File: src/rtl/pipelined_adder_pkg.sv
// Shared constants for the pipelined add/subtract unit: default geometry,
// op-select encodings and the configuration legality rule.
package pipelined_adder_pkg;

   localparam int unsigned DEF_WIDTH     = 32;
   localparam int unsigned DEF_STAGES    = 4;
   localparam int unsigned DEF_TAG_WIDTH = 6;

   localparam logic OP_ADD = 1'b0;
   localparam logic OP_SUB = 1'b1;

   // Depth must be 1..width and split the word into equal chunks.
   function automatic bit cfg_ok(input int unsigned width, input int unsigned stages);
      if (stages < 1 || stages > width) begin
         return 1'b0;
      end
      return (width % stages) == 0;
   endfunction

endpackage

File: src/rtl/FA_X1.sv
// Behavioural view of the library full-adder cell, used by the ripple
// chains so that simulation and lint see the same netlist structure.
module FA_X1 (
   input  logic A,
   input  logic B,
   input  logic CI,
   output logic S,
   output logic CO
);

   assign S  = A ^ B ^ CI;
   assign CO = (A & B) | (CI & (A ^ B));

endmodule

File: src/rtl/adder_chunk.sv
// Combinational W-bit ripple-carry chain of FA_X1 cells; also exposes the
// carry into the top bit so the caller can derive signed overflow.
module adder_chunk #(
   parameter int unsigned W = 8
) (
   input  logic [W-1:0] a,
   input  logic [W-1:0] b,
   input  logic         cin,
   output logic [W-1:0] sum,
   output logic         cout,
   output logic         c_msb
);

   // Each cell keeps its own carry nets so the chain stays a clean feed-forward path.
   for (genvar i = 0; i < W; i++) begin : g_fa
      logic w_ci;
      logic w_co;

      if (i == 0) begin : g_lsb
         assign w_ci = cin;
      end else begin : g_rip
         assign w_ci = g_fa[i-1].w_co;
      end

      FA_X1 u_fa (
         .A  (a[i]),
         .B  (b[i]),
         .CI (w_ci),
         .S  (sum[i]),
         .CO (w_co)
      );
   end

   assign cout  = g_fa[W-1].w_co;
   assign c_msb = g_fa[W-1].w_ci;

endmodule

File: src/rtl/pipelined_adder.sv
// Pipelined add/subtract: one CHUNK-bit ripple slice per stage, carry registered
// between stages, valid/ready handshake with bubble collapse and a squash input.
module pipelined_adder
   import pipelined_adder_pkg::*;
#(
   parameter int unsigned WIDTH     = DEF_WIDTH,
   parameter int unsigned STAGES    = DEF_STAGES,
   parameter int unsigned TAG_WIDTH = DEF_TAG_WIDTH
) (
   input  logic                 clk,
   input  logic                 rst,
   input  logic                 flush,
   input  logic                 in_valid,
   output logic                 in_ready,
   input  logic [WIDTH-1:0]     in_a,
   input  logic [WIDTH-1:0]     in_b,
   input  logic                 in_sub,
   input  logic [TAG_WIDTH-1:0] in_tag,
   output logic                 out_valid,
   input  logic                 out_ready,
   output logic [WIDTH-1:0]     out_sum,
   output logic                 out_cout,
   output logic                 out_ovf,
   output logic [TAG_WIDTH-1:0] out_tag
);

   localparam int unsigned CHUNK = WIDTH / STAGES;

   if (!cfg_ok(WIDTH, STAGES)) begin : g_cfg_err
      $error("pipelined_adder: WIDTH (%0d) must be a multiple of STAGES (%0d)", WIDTH, STAGES);
   end

   // Stage registers; stage i has finished sum bits [(i+1)*CHUNK-1:0].
   logic [STAGES-1:0]    r_valid;
   logic [TAG_WIDTH-1:0] r_tag [STAGES];
   logic                 r_cy  [STAGES];
   logic [WIDTH-1:0]     r_sum [STAGES];
   logic [WIDTH-1:0]     r_a   [STAGES];
   logic [WIDTH-1:0]     r_b   [STAGES];
   logic                 r_ovf;

   logic [STAGES-1:0]    w_load;
   logic [STAGES-1:0]    w_src_v;
   logic [WIDTH-1:0]     w_src_a   [STAGES];
   logic [WIDTH-1:0]     w_src_b   [STAGES];
   logic [TAG_WIDTH-1:0] w_src_tag [STAGES];
   logic [WIDTH-1:0]     w_sum_nx  [STAGES];
   logic                 w_cy_nx   [STAGES];
   logic                 w_ovf_nx  [STAGES];
   logic [WIDTH-1:0]     w_b_eff;
   logic                 w_accept;

   assign w_b_eff  = (in_sub == OP_ADD) ? in_b : ~in_b;
   assign in_ready = ~flush & w_load[0];
   assign w_accept = in_valid & in_ready;

   for (genvar i = 0; i < STAGES; i++) begin : g_stage
      logic [CHUNK-1:0] w_cs;
      logic             w_cin;
      logic             w_co;
      logic             w_cm;

      // A stage can take new data if any stage at or after it is empty, or the head leaves.
      assign w_load[i] = out_ready | ~(&r_valid[STAGES-1:i]);

      if (i == 0) begin : g_first
         assign w_src_v[i]   = w_accept;
         assign w_src_a[i]   = in_a;
         assign w_src_b[i]   = w_b_eff;
         assign w_src_tag[i] = in_tag;
         assign w_cin        = (in_sub == OP_SUB);
         assign w_sum_nx[i]  = WIDTH'(w_cs);
      end else begin : g_next
         localparam logic [WIDTH-1:0] L_MASK = WIDTH'({CHUNK{1'b1}}) << (i * CHUNK);

         assign w_src_v[i]   = r_valid[i-1];
         assign w_src_a[i]   = r_a[i-1];
         assign w_src_b[i]   = r_b[i-1];
         assign w_src_tag[i] = r_tag[i-1];
         assign w_cin        = r_cy[i-1];
         assign w_sum_nx[i]  = (r_sum[i-1] & ~L_MASK) | (WIDTH'(w_cs) << (i * CHUNK));
      end

      adder_chunk #(
         .W (CHUNK)
      ) u_chunk (
         .a     (w_src_a[i][i*CHUNK +: CHUNK]),
         .b     (w_src_b[i][i*CHUNK +: CHUNK]),
         .cin   (w_cin),
         .sum   (w_cs),
         .cout  (w_co),
         .c_msb (w_cm)
      );

      assign w_cy_nx[i]  = w_co;
      assign w_ovf_nx[i] = w_co ^ w_cm;
   end

   // Pipeline advance; data only moves with a valid op so bubbles keep stale payloads.
   always_ff @(posedge clk) begin
      if (rst) begin
         r_valid <= '0;
         r_ovf   <= 1'b0;
         for (int i = 0; i < int'(STAGES); i++) begin
            r_tag[i] <= '0;
            r_cy[i]  <= 1'b0;
            r_sum[i] <= '0;
            r_a[i]   <= '0;
            r_b[i]   <= '0;
         end
      end else begin
         for (int i = 0; i < int'(STAGES); i++) begin
            if (flush) begin
               r_valid[i] <= 1'b0;
            end else if (w_load[i]) begin
               r_valid[i] <= w_src_v[i];
            end
            if (w_load[i] && w_src_v[i]) begin
               r_tag[i] <= w_src_tag[i];
               r_cy[i]  <= w_cy_nx[i];
               r_sum[i] <= w_sum_nx[i];
               r_a[i]   <= w_src_a[i];
               r_b[i]   <= w_src_b[i];
            end
         end
         if (w_load[STAGES-1] && w_src_v[STAGES-1]) begin
            r_ovf <= w_ovf_nx[STAGES-1];
         end
      end
   end

   assign out_valid = r_valid[STAGES-1];
   assign out_sum   = r_sum[STAGES-1];
   assign out_cout  = r_cy[STAGES-1];
   assign out_ovf   = r_ovf;
   assign out_tag   = r_tag[STAGES-1];

endmodule

File: config.mk
export PLATFORM = sky130hd
export DESIGN_NAME = pipelined_adder
export DESIGN_NICKNAME = d
export VERILOG_FILES = /design/src/rtl/pipelined_adder_pkg.sv /design/src/rtl/FA_X1.sv /design/src/rtl/adder_chunk.sv /design/src/rtl/pipelined_adder.sv
export SDC_FILE = /design/constraint.sdc
export NUM_CORES = 1
export LEC_CHECK = 0
export CORE_AREA = 2 2 103 155
export DETAILED_ROUTE_END_ITERATION = 8
export DIE_AREA = 0 0 105 157
export GPL_TIMING_DRIVEN = 0
export PLACE_DENSITY = 0.84
export SYNTH_ARGS = -nofsm -noshare
export SYNTH_HDL_FRONTEND = slang
export SYNTH_SLANG_ARGS = --single-unit
File: constraint.sdc
create_clock -name clk -period 12.4 [get_ports clk]
set_input_delay 2.48 -clock clk [delete_from_list [all_inputs] [get_ports clk]]
set_output_delay 2.48 -clock clk [all_outputs]
set_load 0.05 [all_outputs]
==> results.toml, run 1 <==
[status]
outcome = "finished, final reports clean"

[power_and_ir_drop]
clkPwrFrac = 0.359
p_int_mw = 1.18
p_sw_mw = 0.310
power_leakage_nw = 4.04
p_sw_frac = 0.209
power_frac_seq = 0.558
irDropWorstVdd_uv = 97.1
combPwrFrac = 0.084
power_density_mw_per_mm2 = 137

[routing]
drt-pass1-iter-count = 4
maxUsedRoutingLayer = "met4"
route.met3.wl_um = 641
ant_nets = 0
wl_met1_um = 4920
via_count = 4481
post_drt_wl_per_cell_um = 15.5
drt-initial-drc-count = 199
vias_per_cell = 4.94
drc = 0
met2_wirelength_um = 7960
wirelength_um = 14100

[synth]
synth_cell_types = 35
ys_seq_area_frac = 0.707
ys.flop_type = "edfxtp_1"
synthArstFlopShare = 0
ys_ff_latch = 209
yosys_warnings = 0
syn_avg_cell_area_sq_um = 15.7
syn_inst = 561
syn_area_sq_mm = 0.00881
syn-num-nets = 668
synth_edf_count = 204

[setup_path]
cp_slowest_stage_delay_ps = 840
critPathTopFamily = "buffers and inverters"
arrival_ps = 4510
crit_buf_inv = 3
path_common_cell = "clkdlybuf4s50_1"
crit_chain = "clkdlybuf4s50_1 > and4b_1 > buf_2 > a21oi_1 > clkdlybuf4s50_1"
worst_path_max_delay_cell = "clkdlybuf4s50_1"
worstSetupPathType = "in -> out"
critPathCaptureType = "output port"
required_ps = 9920
critPathLaunchType = "primary input"
path_max_fanout = 10

[layout]
diodes = 0
seqCellArea_sq_mm = 0.00623
drive_gt1_frac = 0.0733
area_growth_pct = 23.1
multiInputGateArea_sq_mm = 0.00235
fin_area_sq_mm = 0.0108
fillerInstances = 981
nets = 806

[timing]
finalHoldViolCount = 0
fmax_ghz = 0.143
clock-skew-final_ps = 7.02
relSlewSlack = 0.441
tns_ps = 0
slew_viol_final = 0
worst_pin_slew_ps = 839
rsz0062_at_grt = "false"
final.period_utilization = 0.564
timing.final.crit_period_ps = 6990
setup_viol = 0

[placed_design]
port_buffers = 115
dp_hpwl_um = 9910
gp_congestion = 0.801
dpl_cell_area_sq_mm = 0.0103

[floorplanning]
core-area_sq_mm = 0.0150
die_x_um = 105
pin_count = 118
start_util = 0.587
die_h_um = 157
rows = 55
dieArea_sq_mm = 0.0165

[grt]
grt_pass1_wl_um = 22900
grt_start_max_net_pins = 64
grt-ovfl-total = 0
track_usage = 0.177
antenna_found_initial = 0
grt_pass1_vias = 4729

[flow_run]
drv_cap = 0

[cts]
clk_pin_slew_ps = 60
cts_tree = "yes"
htree_levels = 1
post_cts_buffers = 0
cts-root-buf = "clkbuf_16"
cts_buffers = 19
clock_sinks = 209
holdBufCountCts = 0
cts_resized = 0
cts_buffer_depth = 3
clock_latency_ps = 470

[min_path]
hp-class = "reg -> reg"
-- cells in the final DEF (no fill, tap or decap), types with 2 or more instances in the layout --
cell	instances
edfxtp_1	204
and2_1	164
clkdlybuf4s50_1	115
nor2_1	35
xnor2_1	32
inv_1	31
fa_1	31
clkbuf_16	19
clkbuf_1	14
clkbuf_2	8
nor4_1	6
dfxtp_1	5
buf_2	4
buf_6	4
clkinv_1	4
o21bai_4	2
nor3_4	2
o21a_1	2
a21oi_1	2
clkinv_4	2
-- power groups by stage --
stage,sequential [mW],clock (mW),combinational (mW)
after global routing,0.833,0.569,0.137
after detailed placement,0.845,0,0.124
after global placement,0.844,0,0.117
after floorplan,0.855,0,0.0579
final,0.829,0.533,0.125
after CTS,0.830,0.539,0.126
-- Yosys cell counts, types with 2 or more instances --
cell type  number  area [sq um]
edfxtp_1      204          6130
and2_1        164          1030
nor2_1         35           131
xnor2_1        32           280
fa_1           31           621
inv_1          31           116
clkbuf_1       10          37.5
clkbuf_2        8          40.0
nor4_1          6          37.5
dfxtp_1         5           100
buf_2           4          20.0
buf_6           4          45.0
a21oi_1         2          10.0
nor3_4          2          32.5
o21a_1          2          15.0
o21bai_1        2          15.0
-- sequential cells by signal, summed over array words and instances (netlist names) --
signal and count:
r_sum 80, r_a 48, r_b 48, r_tag 24
r_cy 4, r_valid 4, out_ovf 1
-- routing by layer --
| metal | vias up | global-route usage |
|---|---|---|
| li1 | 2163 | - |
| met1 | 2123 | 0.188 |
| met2 | 156 | 0.350 |
| met3 | 39 | 0.0190 |
| met4 | 0 | 0.0800 |
| met5 | - | 0 |
-- worst reg2reg max path, stage by stage, from the launching register on --
cell      delay (ps)
edfxtp_1         390
inv_1            100
fa_1             200
inv_1             70
fa_1             450
fa_1             460
fa_1             460
fa_1             470
fa_1             460
fa_1             430
inv_1             90
fa_1             400
nor4_1           310
-- path summary, 6_finish.rpt --
path / end / cells after the start / slack (ps) / from
worst max register to register: r_sum[1][15]$_SDFFCE_PN0P_ / 12 / 7900 / r_b[0][8]$_SDFFCE_PN0P_
worst min-delay path: out_ovf$_SDFFE_PP0P_ / 2 / 500 / out_ovf$_SDFFE_PP0P_
worst min register to register: out_ovf$_SDFFE_PP0P_ / 2 / 500 / out_ovf$_SDFFE_PP0P_
worst max-delay path: in_ready / 5 / 5410 / out_ready
-- area by class of cell --
class,count,area share
sequential,209,0.574
clock buffer,23,0.0452
inverter,32,0.0111
buffer,26,0.0131
multi-input combinational,294,0.217
timing repair buffer,117,0.110
tap,199,0.0229
clock inverter,8,0.00623
-- through the flow --
| stage | hold WS (ps) | setup WS, ps | utilization | instances | power (mW) |
|---|---|---|---|---|---|
| after detailed placement | 487 | 5380 | 0.685 | 877 | 0.969 |
| after floorplan | 455 | 6190 | - | 561 | 0.913 |
| after global routing | 526 | 5320 | 0.723 | 908 | 1.54 |
| final | 497 | 5410 | 0.723 | 908 | 1.49 |
| after CTS | 496 | 5360 | 0.723 | 908 | 1.50 |
| after global placement | 464 | 5290 | 0.681 | 875 | 0.961 |
-- cell families (layout without fill, tap and decap cells) --
group | count (synthesis) | after routing | share of synthesized area
buf+inv | 58 | 206 | 0.0298
fa+ha+maj | 31 | 31 | 0.0704
flops | 209 | 209 | 0.707
compound gates | 13 | 13 | 0.0122
simple gates | 216 | 216 | 0.147
xor+xnor | 33 | 33 | 0.0328
mux | 1 | 1 | 0.00114
Power figures use the tool's default switching activity.
==> run 2: changes to the inputs <==
--- a/config.mk
+++ b/config.mk
@@ -5,11 +5,11 @@
 export SDC_FILE = /design/constraint.sdc
 export NUM_CORES = 1
 export LEC_CHECK = 0
-export CORE_AREA = 2 2 103 155
+export CORE_AREA = 2 2 107 161
 export DETAILED_ROUTE_END_ITERATION = 8
-export DIE_AREA = 0 0 105 157
+export DIE_AREA = 0 0 109 163
 export GPL_TIMING_DRIVEN = 0
-export PLACE_DENSITY = 0.84
+export PLACE_DENSITY = 0.78
 export SYNTH_ARGS = -nofsm -noshare
 export SYNTH_HDL_FRONTEND = slang
 export SYNTH_SLANG_ARGS = --single-unit
==> constraint.sdc (replaced) <==
create_clock -name clk -period 6.94 [get_ports clk]
set_input_delay 1.388 -clock clk [delete_from_list [all_inputs] [get_ports clk]]
set_output_delay 1.388 -clock clk [all_outputs]
set_load 0.05 [all_outputs]
==> results.toml, run 2 (same netlist as run 1, synthesis figures left out) <==
[status]
outcome = "finished, final reports clean"

[floorplanning]
pin_count = 118
rows = 58
start_util = 0.535
die_h_um = 163
die_x_um = 109
core-area_sq_mm = 0.0165
dieArea_sq_mm = 0.0178

[setup_path]
regToRegSetupSlack_ps = 2390
arrival_ps = 5130
worst_path_max_delay_cell = "fa_1"
critPathCaptureType = "flip-flop"
cp_slowest_stage_delay_ps = 430
critPathLaunchType = "primary input"
rr_worst_depth = 12
crit_buf_inv = 3
crit_chain = "clkbuf_1 > buf_2 > xnor2_1 > fa_1 > fa_1 > fa_1 > fa_1 > fa_1 > fa_1 > inv_1 > fa_1 > and2_1"
r2r_end = "r_sum[2][23]$_SDFFCE_PN0P_"
worstSetupPathType = "in -> reg"
critPathTopFamily = "adder cells"
r2r-start = "r_a[0][48]$_SDFFCE_PN0P_"
path_common_cell = "fa_1"
required_ps = 7180
path_max_fanout = 10

[layout]
diodes = 0
top_regs = "r_sum (80), r_a (48), r_b (48)"
mostFrequentLayoutCell = "edfxtp_1"
largest_reg_flops = 80
area_growth_pct = 23.7
layout_common_cells = "edfxtp_1 (204), and2_1 (164), clkdlybuf4s50_1 (115)"
nets = 807
instances_no_fill = 922
largest_register = "r_sum"
drive_gt1_frac = 0.0730

[routing]
via_count = 4396
vias_per_cell = 4.77
post_drt_wl_per_cell_um = 14.7
drt-pass1-iter-count = 4
ant_nets = 0
drt-initial-drc-count = 227
wirelength_um = 13600
drc = 0

[cts]
cts_tree = "yes"
cts_resized = 0
clock_latency_ps = 480
cts-root-buf = "clkbuf_16"
clk_pin_slew_ps = 60
htree_levels = 1
holdBufCountCts = 0
cts_buffers = 19
clock_sinks = 209
post_cts_buffers = 0
cts_buffer_depth = 3

[min_path]
hold_path_depth = 2
holdCritStartpoint = "out_ovf$_SDFFE_PP0P_"
hold_end = "out_ovf$_SDFFE_PP0P_"
hp-class = "reg -> reg"

[timing]
timing.hold.ws_ps = 481
rsz0062_at_grt = "false"
timing.final.crit_period_ps = 4900
setup_viol = 0
slew_viol_final = 0
fmax_ghz = 0.204
tns_ps = 0
worst_pin_slew_ps = 810
relSlewSlack = 0.460
final.period_utilization = 0.706
finalHoldViolCount = 0
clock-skew-final_ps = 14.2

[power_and_ir_drop]
p_sw_mw = 0.551
irDropWorstVdd_uv = 223
p_int_mw = 2.14
p_total_mw = 2.70
power_frac_seq = 0.549
power_leakage_nw = 4.05
p_sw_frac = 0.204
combPwrFrac = 0.083
clkPwrFrac = 0.367
power_density_mw_per_mm2 = 247

[grt]
antenna_found_initial = 0
grt-ovfl-total = 0
grt_pass1_wl_um = 21700
grt_pass1_vias = 4448
track_usage = 0.159
grt_start_max_net_pins = 40

[placed_design]
dp_cells = 889
gp_congestion = 0.739
dp_hpwl_um = 10000
port_buffers = 115

[flow_run]
drv_cap = 0
[run 2: cell types whose count changed in the layout (fill, tap and decap cells not counted)]
cell       previous run  this run
bufinv_16             1         2
clkbuf_1             14        17
buf_12                1         2
clkinv_4              2         0
a31o_4                1         0
a31o_2                0         1
[run 2: tightest hold or removal path: stages, from the launching register on]
cell,delay [ps]
dfxtp_1,300
o21ai_0,70
a21oi_1,60
[run 2: layout make-up]
| type | instances | area, sq um |
|---|---|---|
| well taps | 210 | 263 |
| repair buffers | 118 | 1220 |
| flip-flops and latches | 209 | 6230 |
| plain buffers | 26 | 143 |
| inverters | 32 | 120 |
| clock buffers | 26 | 502 |
| clock inverters | 7 | 80.1 |
| fillers | 1172 | 5580 |
| multi-input cells | 294 | 2350 |
[run 2: how the worst max path moves through the flow]
stage,depth (start not counted),slack [ps],start,endpoint
floorplan,12,1830,in_sub,r_sum[0][7]$_SDFFCE_PN0P_
detailed placement,12,1520,in_sub,r_sum[0][7]$_SDFFCE_PN0P_
global placement,4,880,out_ready,r_a[0][57]$_SDFFCE_PN0P_
global route,12,1850,in_sub,r_sum[0][7]$_SDFFCE_PN0P_
finish,12,2040,in_sub,r_sum[0][7]$_SDFFCE_PN0P_
CTS,12,2020,in_sub,r_sum[0][7]$_SDFFCE_PN0P_
[run 2: metal layers]
| layer | part of all wire | GRT usage |
|---|---|---|
| met5 | 0 | 0 |
| met2 | 0.56 | 0.298 |
| met3 | 0.050 | 0.0216 |
| met1 | 0.35 | 0.173 |
| met4 | 0.036 | 0.0717 |
[run 2: power by group through the flow]
stage	Combinational (mW)	Sequential, mW	Clock, mW
final	0.225	1.48	0.990
after global routing	0.248	1.49	1.05
after CTS	0.230	1.48	1.01
after detailed placement	0.227	1.51	0
after global placement	0.211	1.51	0
after floorplan	0.104	1.53	0
[run 2: metrics by stage]
stage / area [sq um] / setup WS [ps] / util
global route: 10900 / 1850 / 0.662
finish: 10900 / 2040 / 0.662
global placement: 10200 / 881 / 0.621
detailed placement: 10300 / 1520 / 0.626
floorplan: 8810 / 1830 / -
CTS: 10900 / 2020 / 0.661
